### src/rtl/fpu_pkg.sv
// Shared types for the sequenced FPU front end: op codes, FSM states, status flags.
package fpu_pkg;

  typedef enum logic [1:0] {
    FPU_ADD = 2'd0,
    FPU_SUB = 2'd1,
    FPU_DIV = 2'd2,
    FPU_MUL = 2'd3
  } funct_e;

  typedef enum logic [1:0] {
    S_IDLE,
    S_ISSUE,
    S_WAIT,
    S_DONE
  } state_e;

  typedef struct packed {
    logic nan;
    logic inf;
    logic zero;
    logic timeout;
  } fpu_flags_t;

  function automatic int fp_w(input int exp_w, input int man_w);
    return 1 + exp_w + man_w;
  endfunction

endpackage

### src/rtl/fpu_out_buf.sv
// Single-entry result register: loads on completion, holds o/flags until the consumer takes it.
module fpu_out_buf import fpu_pkg::*; #(
  parameter int W = 32
) (
  input  logic         clk,
  input  logic         rst,
  input  logic         load,
  input  logic [W-1:0] d,
  input  fpu_flags_t   d_flags,
  input  logic         out_ready,
  output logic         out_valid,
  output logic [W-1:0] o,
  output fpu_flags_t   flags
);

  always_ff @(posedge clk) begin
    if (rst) begin
      out_valid <= 1'b0;
      o         <= '0;
      flags     <= '0;
    end else if (load) begin
      out_valid <= 1'b1;
      o         <= d;
      flags     <= d_flags;
    end else if (out_valid && out_ready) begin
      out_valid <= 1'b0;
    end
  end

endmodule

### src/rtl/fpu_seq.sv
// Handshaked FPU sequencer: one op in flight through adder / iterative divider / multiplier.
// Optional watchdog in WAIT enabled by defining FPU_TIMEOUT_EN.
module fpu_seq import fpu_pkg::*; #(
  parameter int EXP_W    = 8,
  parameter int MAN_W    = 23,
  parameter int MUL_LAT  = 1,
  parameter int MIN_WAIT = 2,
  parameter int MAX_CYC  = 64
) (
  input  logic                          clk,
  input  logic                          rst,
  input  logic                          in_valid,
  output logic                          in_ready,
  input  logic [1:0]                    funct,
  input  logic [fp_w(EXP_W,MAN_W)-1:0]  a,
  input  logic [fp_w(EXP_W,MAN_W)-1:0]  b,
  output logic                          out_valid,
  input  logic                          out_ready,
  output logic [fp_w(EXP_W,MAN_W)-1:0]  o,
  output logic [3:0]                    flags,
  output logic                          busy
);

  localparam int W      = fp_w(EXP_W, MAN_W);
  localparam int MW     = MAN_W + 1;
  localparam int SW     = EXP_W + 3;
  localparam int LZ_W   = $clog2(MW + 4);
  localparam int CNT_W  = $clog2(MAX_CYC + MIN_WAIT + MUL_LAT + 1);
  localparam int DIV_IT = MW + 2;
  localparam int DC_W   = $clog2(DIV_IT + 1);
  localparam int ADD_ST = 1;
  localparam logic [EXP_W-1:0]     EXP_MAX = '1;
  localparam logic signed [SW-1:0] BIAS    = SW'((1 << (EXP_W - 1)) - 1);
  localparam logic signed [SW-1:0] EMAX_S  = {3'b000, EXP_MAX};
  localparam logic [W-1:0]         QNAN    = {1'b0, EXP_MAX, 1'b1, {(MAN_W-1){1'b0}}};

  function automatic logic signed [SW-1:0] sx_e(input logic [EXP_W-1:0] e);
    return $signed({3'b000, e});
  endfunction

  // Clamp a working exponent into the format: underflow flushes to signed zero, overflow to inf.
  function automatic logic [W-1:0] fp_pack(input logic s, input logic signed [SW-1:0] e,
                                           input logic [MAN_W-1:0] f);
    if (e[SW-1] || e == '0) return {s, {(W-1){1'b0}}};
    if (e >= EMAX_S)        return {s, EXP_MAX, {MAN_W{1'b0}}};
    return {s, e[EXP_W-1:0], f};
  endfunction

  function automatic fpu_flags_t fl_of(input logic [W-1:0] r);
    fpu_flags_t f;
    f.zero    = (r[W-2 -: EXP_W] == '0)      && (r[MAN_W-1:0] == '0);
    f.inf     = (r[W-2 -: EXP_W] == EXP_MAX) && (r[MAN_W-1:0] == '0);
    f.nan     = (r[W-2 -: EXP_W] == EXP_MAX) && (r[MAN_W-1:0] != '0);
    f.timeout = 1'b0;
    return f;
  endfunction

  state_e             state, state_nx;
  funct_e             funct_q;
  logic [W-1:0]       a_q, b_q;
  logic [CNT_W-1:0]   cnt;
  logic               sa, sb;
  logic [EXP_W-1:0]   ea, eb;
  logic [MAN_W-1:0]   fa, fb;

  assign {sa, ea, fa} = a_q;
  assign {sb, eb, fb} = b_q;
  assign in_ready     = (state == S_IDLE);
  assign busy         = (state != S_IDLE);

  always_ff @(posedge clk) begin
    if (rst) begin
      funct_q <= FPU_ADD;
      a_q     <= '0;
      b_q     <= '0;
    end else if (state == S_IDLE && in_valid) begin
      funct_q <= funct_e'(funct);
      a_q     <= a;
      b_q     <= b;
    end
  end

  // ---------------- adder: align, add/sub, normalize (truncating) ----------------
  logic                   add_sub, add_big, add_eff_sub, add_s, add_found;
  logic [EXP_W-1:0]       add_ex, add_ey, add_d;
  logic [MW+2:0]          add_mx, add_my0, add_my;
  logic [MW+3:0]          add_sum, add_norm;
  logic [LZ_W-1:0]        add_lz;
  logic signed [SW-1:0]   add_e;
  logic [W-1:0]           add_res;

  always_comb begin
    add_sub     = (funct_q == FPU_SUB);
    add_big     = {ea, fa} >= {eb, fb};
    add_s       = add_big ? sa : (sb ^ add_sub);
    add_ex      = add_big ? ea : eb;
    add_ey      = add_big ? eb : ea;
    add_d       = add_ex - add_ey;
    add_mx      = {add_ex != '0, add_big ? fa : fb, 3'b000};
    add_my0     = {add_ey != '0, add_big ? fb : fa, 3'b000};
    add_my      = (add_d > EXP_W'(MW + 2)) ? '0 : (add_my0 >> add_d);
    add_eff_sub = sa ^ sb ^ add_sub;
    add_sum     = add_eff_sub ? ({1'b0, add_mx} - {1'b0, add_my})
                              : ({1'b0, add_mx} + {1'b0, add_my});
    add_lz      = '0;
    add_found   = 1'b0;
    for (int i = MW + 2; i >= 0; i--) begin
      if (!add_found) begin
        if (add_sum[i]) add_found = 1'b1;
        else            add_lz    = add_lz + 1'b1;
      end
    end
    if (add_sum[MW+3]) begin
      add_norm = add_sum >> 1;
      add_e    = sx_e(add_ex) + SW'(1);
    end else begin
      add_norm = add_sum << add_lz;
      add_e    = sx_e(add_ex) - SW'(add_lz);
    end
    add_res = (add_sum == '0) ? '0 : fp_pack(add_s, add_e, add_norm[MW+1:3]);
  end

  // Registered result plus a sticky fin that clears on the next start.
  logic              add_start, add_fin;
  logic [ADD_ST:0]   vld_pipe;
  logic [W-1:0]      add_q;

  assign add_start = (state == S_ISSUE) && (funct_q == FPU_ADD || funct_q == FPU_SUB);

  always_ff @(posedge clk) begin
    if (rst) begin
      vld_pipe <= '0;
      add_fin  <= 1'b0;
      add_q    <= '0;
    end else begin
      vld_pipe <= {vld_pipe[ADD_ST-1:0], add_start};
      if (add_start) add_q <= add_res;
      add_fin  <= add_start ? 1'b0 : (add_fin | vld_pipe[ADD_ST]);
    end
  end

  // ---------------- multiplier: combinational on latched operands ----------------
  logic [2*MW-1:0]      mul_p;
  logic signed [SW-1:0] mul_e;
  logic [MAN_W-1:0]     mul_f;
  logic [W-1:0]         mul_res;

  always_comb begin
    mul_p   = {{MW{1'b0}}, ea != '0, fa} * {{MW{1'b0}}, eb != '0, fb};
    mul_e   = sx_e(ea) + sx_e(eb) - BIAS + SW'(mul_p[2*MW-1]);
    mul_f   = mul_p[2*MW-1] ? mul_p[2*MW-2 -: MAN_W] : mul_p[2*MW-3 -: MAN_W];
    mul_res = (ea == '0 || eb == '0) ? {sa ^ sb, {(W-1){1'b0}}} : fp_pack(sa ^ sb, mul_e, mul_f);
  end

  // ---------------- divider: restoring, one quotient bit per cycle ----------------
  logic                 div_start, div_run, div_fin;
  logic [DC_W-1:0]      div_cnt;
  logic [MW+1:0]        div_rem, div_q, div_mb;
  logic signed [SW-1:0] div_e;
  logic [MAN_W-1:0]     div_f;
  logic [W-1:0]         div_res;

  assign div_start = (state == S_ISSUE) && (funct_q == FPU_DIV);
  assign div_mb    = {2'b00, eb != '0, fb};

  always_ff @(posedge clk) begin
    if (rst) begin
      div_run <= 1'b0;
      div_fin <= 1'b0;
      div_cnt <= '0;
      div_rem <= '0;
      div_q   <= '0;
    end else if (div_start) begin
      div_run <= 1'b1;
      div_fin <= 1'b0;
      div_cnt <= '0;
      div_rem <= {2'b00, ea != '0, fa};
      div_q   <= '0;
    end else if (div_run) begin
      if (div_rem >= div_mb) begin
        div_rem <= (div_rem - div_mb) << 1;
        div_q   <= {div_q[MW:0], 1'b1};
      end else begin
        div_rem <= div_rem << 1;
        div_q   <= {div_q[MW:0], 1'b0};
      end
      div_cnt <= div_cnt + 1'b1;
      if (div_cnt == DC_W'(DIV_IT - 1)) begin
        div_run <= 1'b0;
        div_fin <= 1'b1;
      end
    end
  end

  // Quotient lies in (0.5, 2): top bit set means it is already normalized.
  always_comb begin
    div_e = sx_e(ea) - sx_e(eb) + BIAS - SW'(!div_q[MW+1]);
    div_f = div_q[MW+1] ? div_q[MW -: MAN_W] : div_q[MW-1 -: MAN_W];
    if (eb == '0)
      div_res = (ea == '0) ? QNAN : {sa ^ sb, EXP_MAX, {MAN_W{1'b0}}};
    else if (ea == '0)
      div_res = {sa ^ sb, {(W-1){1'b0}}};
    else
      div_res = fp_pack(sa ^ sb, div_e, div_f);
  end

  // ---------------- sequencer ----------------
  logic         u_done, load;
  logic [W-1:0] u_res, ld_o;
  fpu_flags_t   ld_f, flags_s;

  always_ff @(posedge clk) begin
    if (rst) state <= S_IDLE;
    else     state <= state_nx;
  end

  always_ff @(posedge clk) begin
    if (rst)                                cnt <= '0;
    else if (state == S_ISSUE)              cnt <= '0;
    else if (state == S_WAIT && cnt != '1)  cnt <= cnt + 1'b1;
  end

  always_comb begin
    state_nx = state;
    u_done   = 1'b0;
    u_res    = '0;
    load     = 1'b0;
    ld_o     = '0;
    ld_f     = '0;
    unique case (funct_q)
      FPU_ADD, FPU_SUB: begin
        u_done = (cnt >= CNT_W'(MIN_WAIT)) && add_fin;
        u_res  = add_q;
      end
      FPU_DIV: begin
        u_done = (cnt >= CNT_W'(MIN_WAIT)) && div_fin;
        u_res  = div_res;
      end
      FPU_MUL: begin
        u_done = (cnt == CNT_W'(MUL_LAT - 1));
        u_res  = mul_res;
      end
    endcase
    case (state)
      S_IDLE:  if (in_valid) state_nx = S_ISSUE;
      S_ISSUE: state_nx = S_WAIT;
      S_WAIT: begin
        if (u_done) begin
          load     = 1'b1;
          ld_o     = u_res;
          ld_f     = fl_of(u_res);
          state_nx = S_DONE;
        end
`ifdef FPU_TIMEOUT_EN
        else if (cnt == CNT_W'(MAX_CYC - 1)) begin
          load         = 1'b1;
          ld_o         = '1;
          ld_f.timeout = 1'b1;
          state_nx     = S_DONE;
        end
`endif
      end
      S_DONE:  if (out_ready) state_nx = S_IDLE;
      default: state_nx = S_IDLE;
    endcase
  end

  fpu_out_buf #(.W(W)) u_out_buf (
    .clk       (clk),
    .rst       (rst),
    .load      (load),
    .d         (ld_o),
    .d_flags   (ld_f),
    .out_ready (out_ready),
    .out_valid (out_valid),
    .o         (o),
    .flags     (flags_s)
  );

  assign flags = flags_s;

endmodule
### config.mk
export PLATFORM = sky130hd
export DESIGN_NAME = fpu_seq
export DESIGN_NICKNAME = d
export VERILOG_FILES = /design/src/rtl/fpu_pkg.sv /design/src/rtl/fpu_out_buf.sv /design/src/rtl/fpu_seq.sv
export SDC_FILE = /design/constraint.sdc
export NUM_CORES = 2
export LEC_CHECK = 0
export CORE_ASPECT_RATIO = 0.6
export CORE_MARGIN = 4
export CORE_UTILIZATION = 66
export CTS_CLUSTER_DIAMETER = 60
export DETAILED_ROUTE_END_ITERATION = 6
export GPL_ROUTABILITY_DRIVEN = 0
export PLACE_DENSITY = 0.84
export SETUP_SLACK_MARGIN = 0.05
export SYNTH_ARGS = -nofsm -noshare
export SYNTH_HDL_FRONTEND = slang
export SYNTH_SLANG_ARGS = --single-unit
### constraint.sdc
create_clock -name clk -period 35.9 [get_ports clk]
set_clock_uncertainty 0.1 [all_clocks]
set_input_delay 8.975 -clock clk [delete_from_list [all_inputs] [get_ports clk]]
set_output_delay 8.975 -clock clk [all_outputs]
set_load 0.02 [all_outputs]
* Yosys cells after proc, flatten, opt, wreduce, memory -nomap -nowiden
Cells that the tools add are included.
** Word-level totals
- Logic and storage cells :: 293
- Output and inout bits :: 39
- Memories kept :: 0
- Flip-flop bits (word level) :: 206
- Input bits :: 70
- ROM bits :: 0
- Latch bits :: 0
- Bits in writable memories :: 0
** Cells by class
- Equality and inequality tests :: 12
- Multiplexer cells :: 166
- Shift operators :: 2
- Add/subtract/negate cells :: 40
- Reduce and logical (&&, ||, !) cells :: 41
- Multipliers :: 1
- Order comparisons :: 7
- Bitwise operators :: 4
- Div/mod/pow operators :: 0
** Operator list (number)
- $mux W32 :: 19
- $mux W5 :: 52
- $add A5 B1 Y5 const B :: 27
- $pmux W32 S3 :: 1
- $mux W23 :: 4
- $mux W1 :: 74
- $mux W26 :: 2
- $mul A24 B24 Y48 :: 1
- $mux W24 :: 2
- $ge A11 B9 Y1 const B :: 3
- $logic_not A11 Y1 :: 3
- $reduce_bool A8 Y1 :: 4
- $ge A31 B31 Y1 :: 1
- $add A27 B27 Y28 :: 1
- $logic_not A28 Y1 :: 1
- $mux W28 :: 1
- $shl A28 B5 Y26 :: 1
- $sub A27 B27 Y28 :: 1
- $mux W27 :: 1
- $shr A27 B8 Y27 :: 1
- $ge A26 B24 Y1 :: 1
- $sub A25 B24 Y25 :: 1
- $logic_not A8 Y1 :: 3
- $logic_not A23 Y1 :: 1
- other kinds (36) :: 67

* Longest topological paths before layout
- Depth after elaboration :: 95
- Depth in mapped cells :: 134
- Mapped depth without buffers :: 119

* Cells and area by module
Synthesis repeated with hierarchy kept, for this count alone.
** Unflattened totals
- Cell total of the unflattened synthesis :: 5245
- Area total of the unflattened synthesis :: 41262.1 sq um
** Modules (own cells, without submodules)
- fpu_seq :: times used 1, cells each 5125, area an instance 39920.8 sq um, sequential area each 3383.2 sq um
- fpu_out_buf :: times used 1, cells each 120, area an instance 1341.3 sq um, sequential area each 740.7 sq um

* Least setup slack after synthesis
OpenSTA, ideal clock, no wires.
- Path type :: reg2reg
- Start point :: register b_q[24]
- End point :: register add_q[1]
- Clock period less this slack :: 24.885 ns
- Path slack :: 11.015 ns
- Data required time :: 35.678 ns
- Arrival :: 24.663 ns
- Path buffers :: 16
- Stages on the path, launching flop included :: 130
- Setup time :: 0.122 ns
- Cells stage by stage :: dfxtp_1 -> clkbuf_1 -> inv_1 -> ha_1 -> nand4b_1 -> nor3_1 -> a22oi_1 -> nand3_2 -> nor2_2 -> buf_2 -> buf_2 -> buf_1 -> buf_1 -> clkbuf_1 -> buf_1 -> clkbuf_1 -> a21oi_1 -> ha_1 -> [94 not listed] -> buf_1 -> inv_1 -> ha_1 -> nor2b_1 -> o21ai_0 -> nand2b_1 -> a21o_1 -> nand2_1 -> a41oi_1 -> xnor2_1 -> nand4b_1 -> a21oi_1 -> nor2_1 -> nand2_1 -> or2_1 -> buf_4 -> nor3_1 -> a221o_1
** Between the ends
- Cells in the longest elaborated chain, start to end :: 94
- Elaborated cells between the ends (all ways) :: 160
- Classes of those cells :: 31 x add/sub; 3 x order compare; 2 x shift; 119 x mux; 5 x reduce/logical
** Ends and longest elaborated chain
- start: declaration :: RTL line fpu_seq.sv:60 : logic [W-1:0] a_q, b_q;
- start signal: assignment :: RTL line fpu_seq.sv:75 : b_q <= '0;
- start signal: assignment :: RTL line fpu_seq.sv:79 : b_q <= b;
- $ge A31 B31 Y1 :: RTL line fpu_seq.sv:94 : add_big = {ea, fa} >= {eb, fb};
- $mux W8 (on tied branches) :: RTL line fpu_seq.sv:96, fpu_seq.sv:97
- $sub A8 B8 Y8 or $reduce_bool A8 Y1 (tied branches) :: RTL line fpu_seq.sv:98, fpu_seq.sv:100
- $shr A27 B8 Y27 or $gt A8 B5 Y1 (tied branches) :: RTL line fpu_seq.sv:101 : add_my = (add_d > EXP_W'(MW + 2)) ? '0 : (add_my0 >> add_d);
- $mux W27 :: RTL line fpu_seq.sv:101
- $add A27 B27 Y28 or $sub A27 B27 Y28 (tied branches) :: RTL line fpu_seq.sv:104, fpu_seq.sv:103
- $mux W28 :: RTL line fpu_seq.sv:103 : add_sum = add_eff_sub ? ({1'b0, add_mx} - {1'b0, add_my})
- $mux W1 :: RTL line fpu_seq.sv:109 : if (add_sum[i]) add_found = 1'b1;
- [77 not listed]
- $mux W5 :: RTL line fpu_seq.sv:108 : if (!add_found) begin
- $sub A8 B5 Y9 :: RTL line fpu_seq.sv:118 : add_e = sx_e(add_ex) - SW'(add_lz);
- $mux W11 :: RTL line fpu_seq.sv:113 : if (add_sum[MW+3]) begin
- $ge A11 B9 Y1 :: RTL line fpu_seq.sv:45 : if (e >= EMAX_S) return {s, EXP_MAX, {MAN_W{1'b0}}};
- $mux W1 (2 in a row) :: RTL line fpu_seq.sv:45
- $mux W32 :: RTL line fpu_seq.sv:46 : return {s, e[EXP_W-1:0], f};
- $mux W32 :: RTL line fpu_seq.sv:45
- $mux W32 * :: RTL line fpu_seq.sv:120 : add_res = (add_sum == '0) ? '0 : fp_pack(add_s, add_e, add_norm[MW+1:3]);
- end signal: assignment :: RTL line fpu_seq.sv:137 : if (add_start) add_q <= add_res;
- end: declaration :: RTL line fpu_seq.sv:126 : logic [W-1:0] add_q;
Every way passes the cells marked *; elsewhere a longest branch is shown, timed or not. The select of a mux whose other input is x is not followed.
A chain may end at the register's enable or synchronous reset.

* Final worst setup path
- Start point :: register b_q[11]
- End point :: register add_q[1]
Same word-level chain as after synthesis.

==> impl_metrics.json <==
{
  "pin_count": 109,
  "fin_area_sq_um": 43900,
  "syn_nets": 6216,
  "hold_violations": 0,
  "fin_setup_tns_ns": 0,
  "die_w_microns": 331,
  "fin_ws_ns": 7.57,
  "nNetsFinal": 6105,
  "holdPathStages": 1,
  "drt_iter0_drc": 5934,
  "core_area_sq_um": 61500,
  "yosysUniqueCellTypes": 121,
  "dp_hpwl_mm": 103,
  "cp.arrival_ns": 28.71,
  "violations": "design-rule violations",
  "min_from": "vld_pipe[1]",
  "syn_inst": 5296,
  "r2r_start": "b_q[11]",
  "outcome": "finished with violations",
  "cts-root-buf": "clkbuf_16",
  "clock_latency_ns": 0.59,
  "drive_gt1_share_pct": 5.88,
  "reg2reg_to": "add_q[1]",
  "antenna_found_initial": 2,
  "start_util_pct": 67.3,
  "worstPathRequired_ns": 36.28,
  "synth_area_leaders": "fa_1, ha_1, dfxtp_1, nand2_1, inv_1",
  "r2r_slack_ns": 7.57,
  "grt_pass1_wl_mm": 211,
  "post-route-period-util_pct": 78.9,
  "synth_top_area_cell": "fa_1",
  "die_area_sq_um": 66900,
  "maxCapViolations": 0,
  "cp_slowest_cell": "dfxtp_1",
  "wire_per_inst_microns": 22.2,
  "ys_seq_area_share_pct": 9.92,
  "rsz0062_at_grt": "false",
  "critPathLaunch": "b_q[11]",
  "cts_tree": "yes",
  "synth_warnings": 0,
  "post-cts-setup-buffers": 0,
  "cts_sinks": 205,
  "postCtsResizedCells": 0,
  "synth_top_area_share_pct": 23.6,
  "slew_headroom_pct": 1.93,
  "grt_usage_pct": 39.6,
  "synth-seq-cells": 205,
  "place_area_sq_um": 42900,
  "synth_enable_flop_cells": 0,
  "wl_mm": 134,
  "setup_viol": 0,
  "max_stage_delay_ns": 1.10,
  "worst_r2r_path_depth": 115,
  "die_h_microns": 202,
  "grt_pass1_vias": 37900,
  "final_cell_mix": "nand2_1, inv_1, fa_1",
  "placement.io_buffers": 107,
  "syn-cell-area_sq_um": 41300,
  "fmax_ghz": 0.0353,
  "crit_fanout": 42,
  "cp-end-kind": "flip-flop",
  "overflow": 0,
  "async_reset_ff_share_pct": 0,
  "ctsHoldBuffers": 0,
  "path_class": "reg2reg",
  "clock_path_buffers": 3,
  "ant_nets": 0,
  "period_minus_slack_ns": 28.33,
  "clkTransAtPathRegs_ns": 0.07,
  "avgSynthCellArea_sq_um": 7.81,
  "drv_slew": 0,
  "cts_buffers": 28,
  "vias": 39400,
  "hold_class": "reg2reg",
  "first_pass_iters": 7,
  "syn_to_final_growth_pct": 6.08,
  "hold_end": "add_fin",
  "post-place-ws_ns": 8.71,
  "tightest_slew_ns": 1.46,
  "placementRows": 70,
  "via_per_inst": 6.53,
  "worst_setup_path_start_kind": "flip-flop",
  "crit_path_frequent_cell": "ha_1",
  "fill_cells": 4743,
  "cts_htree_levels": 1,
  "drc_errors": 72,
  "fin_util_pct": 71.3,
  "synth_flop_cell": "dfxtp_1",
  "final_common_cell": "nand2_1",
  "grt_max_degree": 89
}
through the flow:
| step | hold slack [ns] | instances |
|---|---|---|
| finish | 0.333 | 6038 |
| global route | 0.347 | 6036 |
| CTS | 0.337 | 6035 |
| detailed placement | 0.321 | 5983 |
| global placement | 0.313 | 5983 |
| floorplan | 0.305 | 5296 |
Yosys cell counts (all sizes together), types with 32 or more instances:
master / count
nor3: 60
o211ai: 65
o21ai: 180
dfxtp: 205
xor2: 51
and2: 171
a211oi: 52
fa: 487
o21bai: 32
nand2: 857
ha: 363
and3: 34
nand4: 39
mux2i: 126
nand2b: 38
nand3: 97
a21oi: 389
buf: 42
clkbuf: 287
a21o: 74
nor2: 377
xnor2: 93
mux2: 66
inv: 667
cell families after synthesis:
family	synth area share [%]
and+or+nand+nor	20.1
AOI/OAI and AO/OA	16.6
buffers and inverters	9.23
adders and majority gates	34.7
muxes	5.64
DFF	9.92
xor gates and xnor gates	3.80
other	0.00907
cell type report:
type	instances	area [sq um]	area share (%)
inverter	673	2530	5.76
antenna	3	7.51	0.0171
sequential	205	4110	9.36
timing repair buffer	188	1680	3.82
clock buffer	33	729	1.66
tap	828	1040	2.36
multi-input combinational	4089	33500	76.4
clock inverter	19	258	0.588
per-layer routing:
metal / routed length, microns / share of wire [%] / up-vias / GRT usage, %
met3: 23900 / 18 / 450 / 16.3
met4: 4980 / 3.7 / 2 / 11.5
li1: - / - / 17300 / -
met1: 53800 / 40 / 18600 / 57.9
met2: 51300 / 38 / 3119 / 53.4
met5: 14 / 0.010 / - / 0.435
worst max path at each step:
stage / depth (start not counted) / slack [ns] / to
6_report: 115 / 7.57 / add_q[1]
5_1_grt: 115 / 5.68 / add_q[1]
4_1_cts: 115 / 8.61 / add_q[1]
3_5_place_dp: 115 / 8.71 / add_q[1]
3_3_place_gp: 115 / 9.69 / add_q[1]
2_1_floorplan: 129 / 11.02 / add_q[1]
critical path, delay by kind of cell, from the launching register on:
family          cells  cell delay (ns)
compound gates     52            12.23
fa+ha+maj          16             5.57
simple gates       33             5.23
buf+inv             6             2.17
mux                 5             1.16
flops               1             1.10
xor+xnor            3             0.57
registers in the layout, summed over array words and instances, names as in the netlist:
signal	cells
div_q	26
add_fin	1
u_out_buf.o	32
div_rem	26
vld_pipe	2
div_run	1
add_q	32
u_out_buf.out_valid	1
div_cnt	5
a_q	32
funct_q	2
b_q	32
state	2
div_fin	1
cnt	7
u_out_buf.flags	3
Power is not shown: default switching activity piles up to over one toggle a cycle in this logic, so the estimate is an artifact.
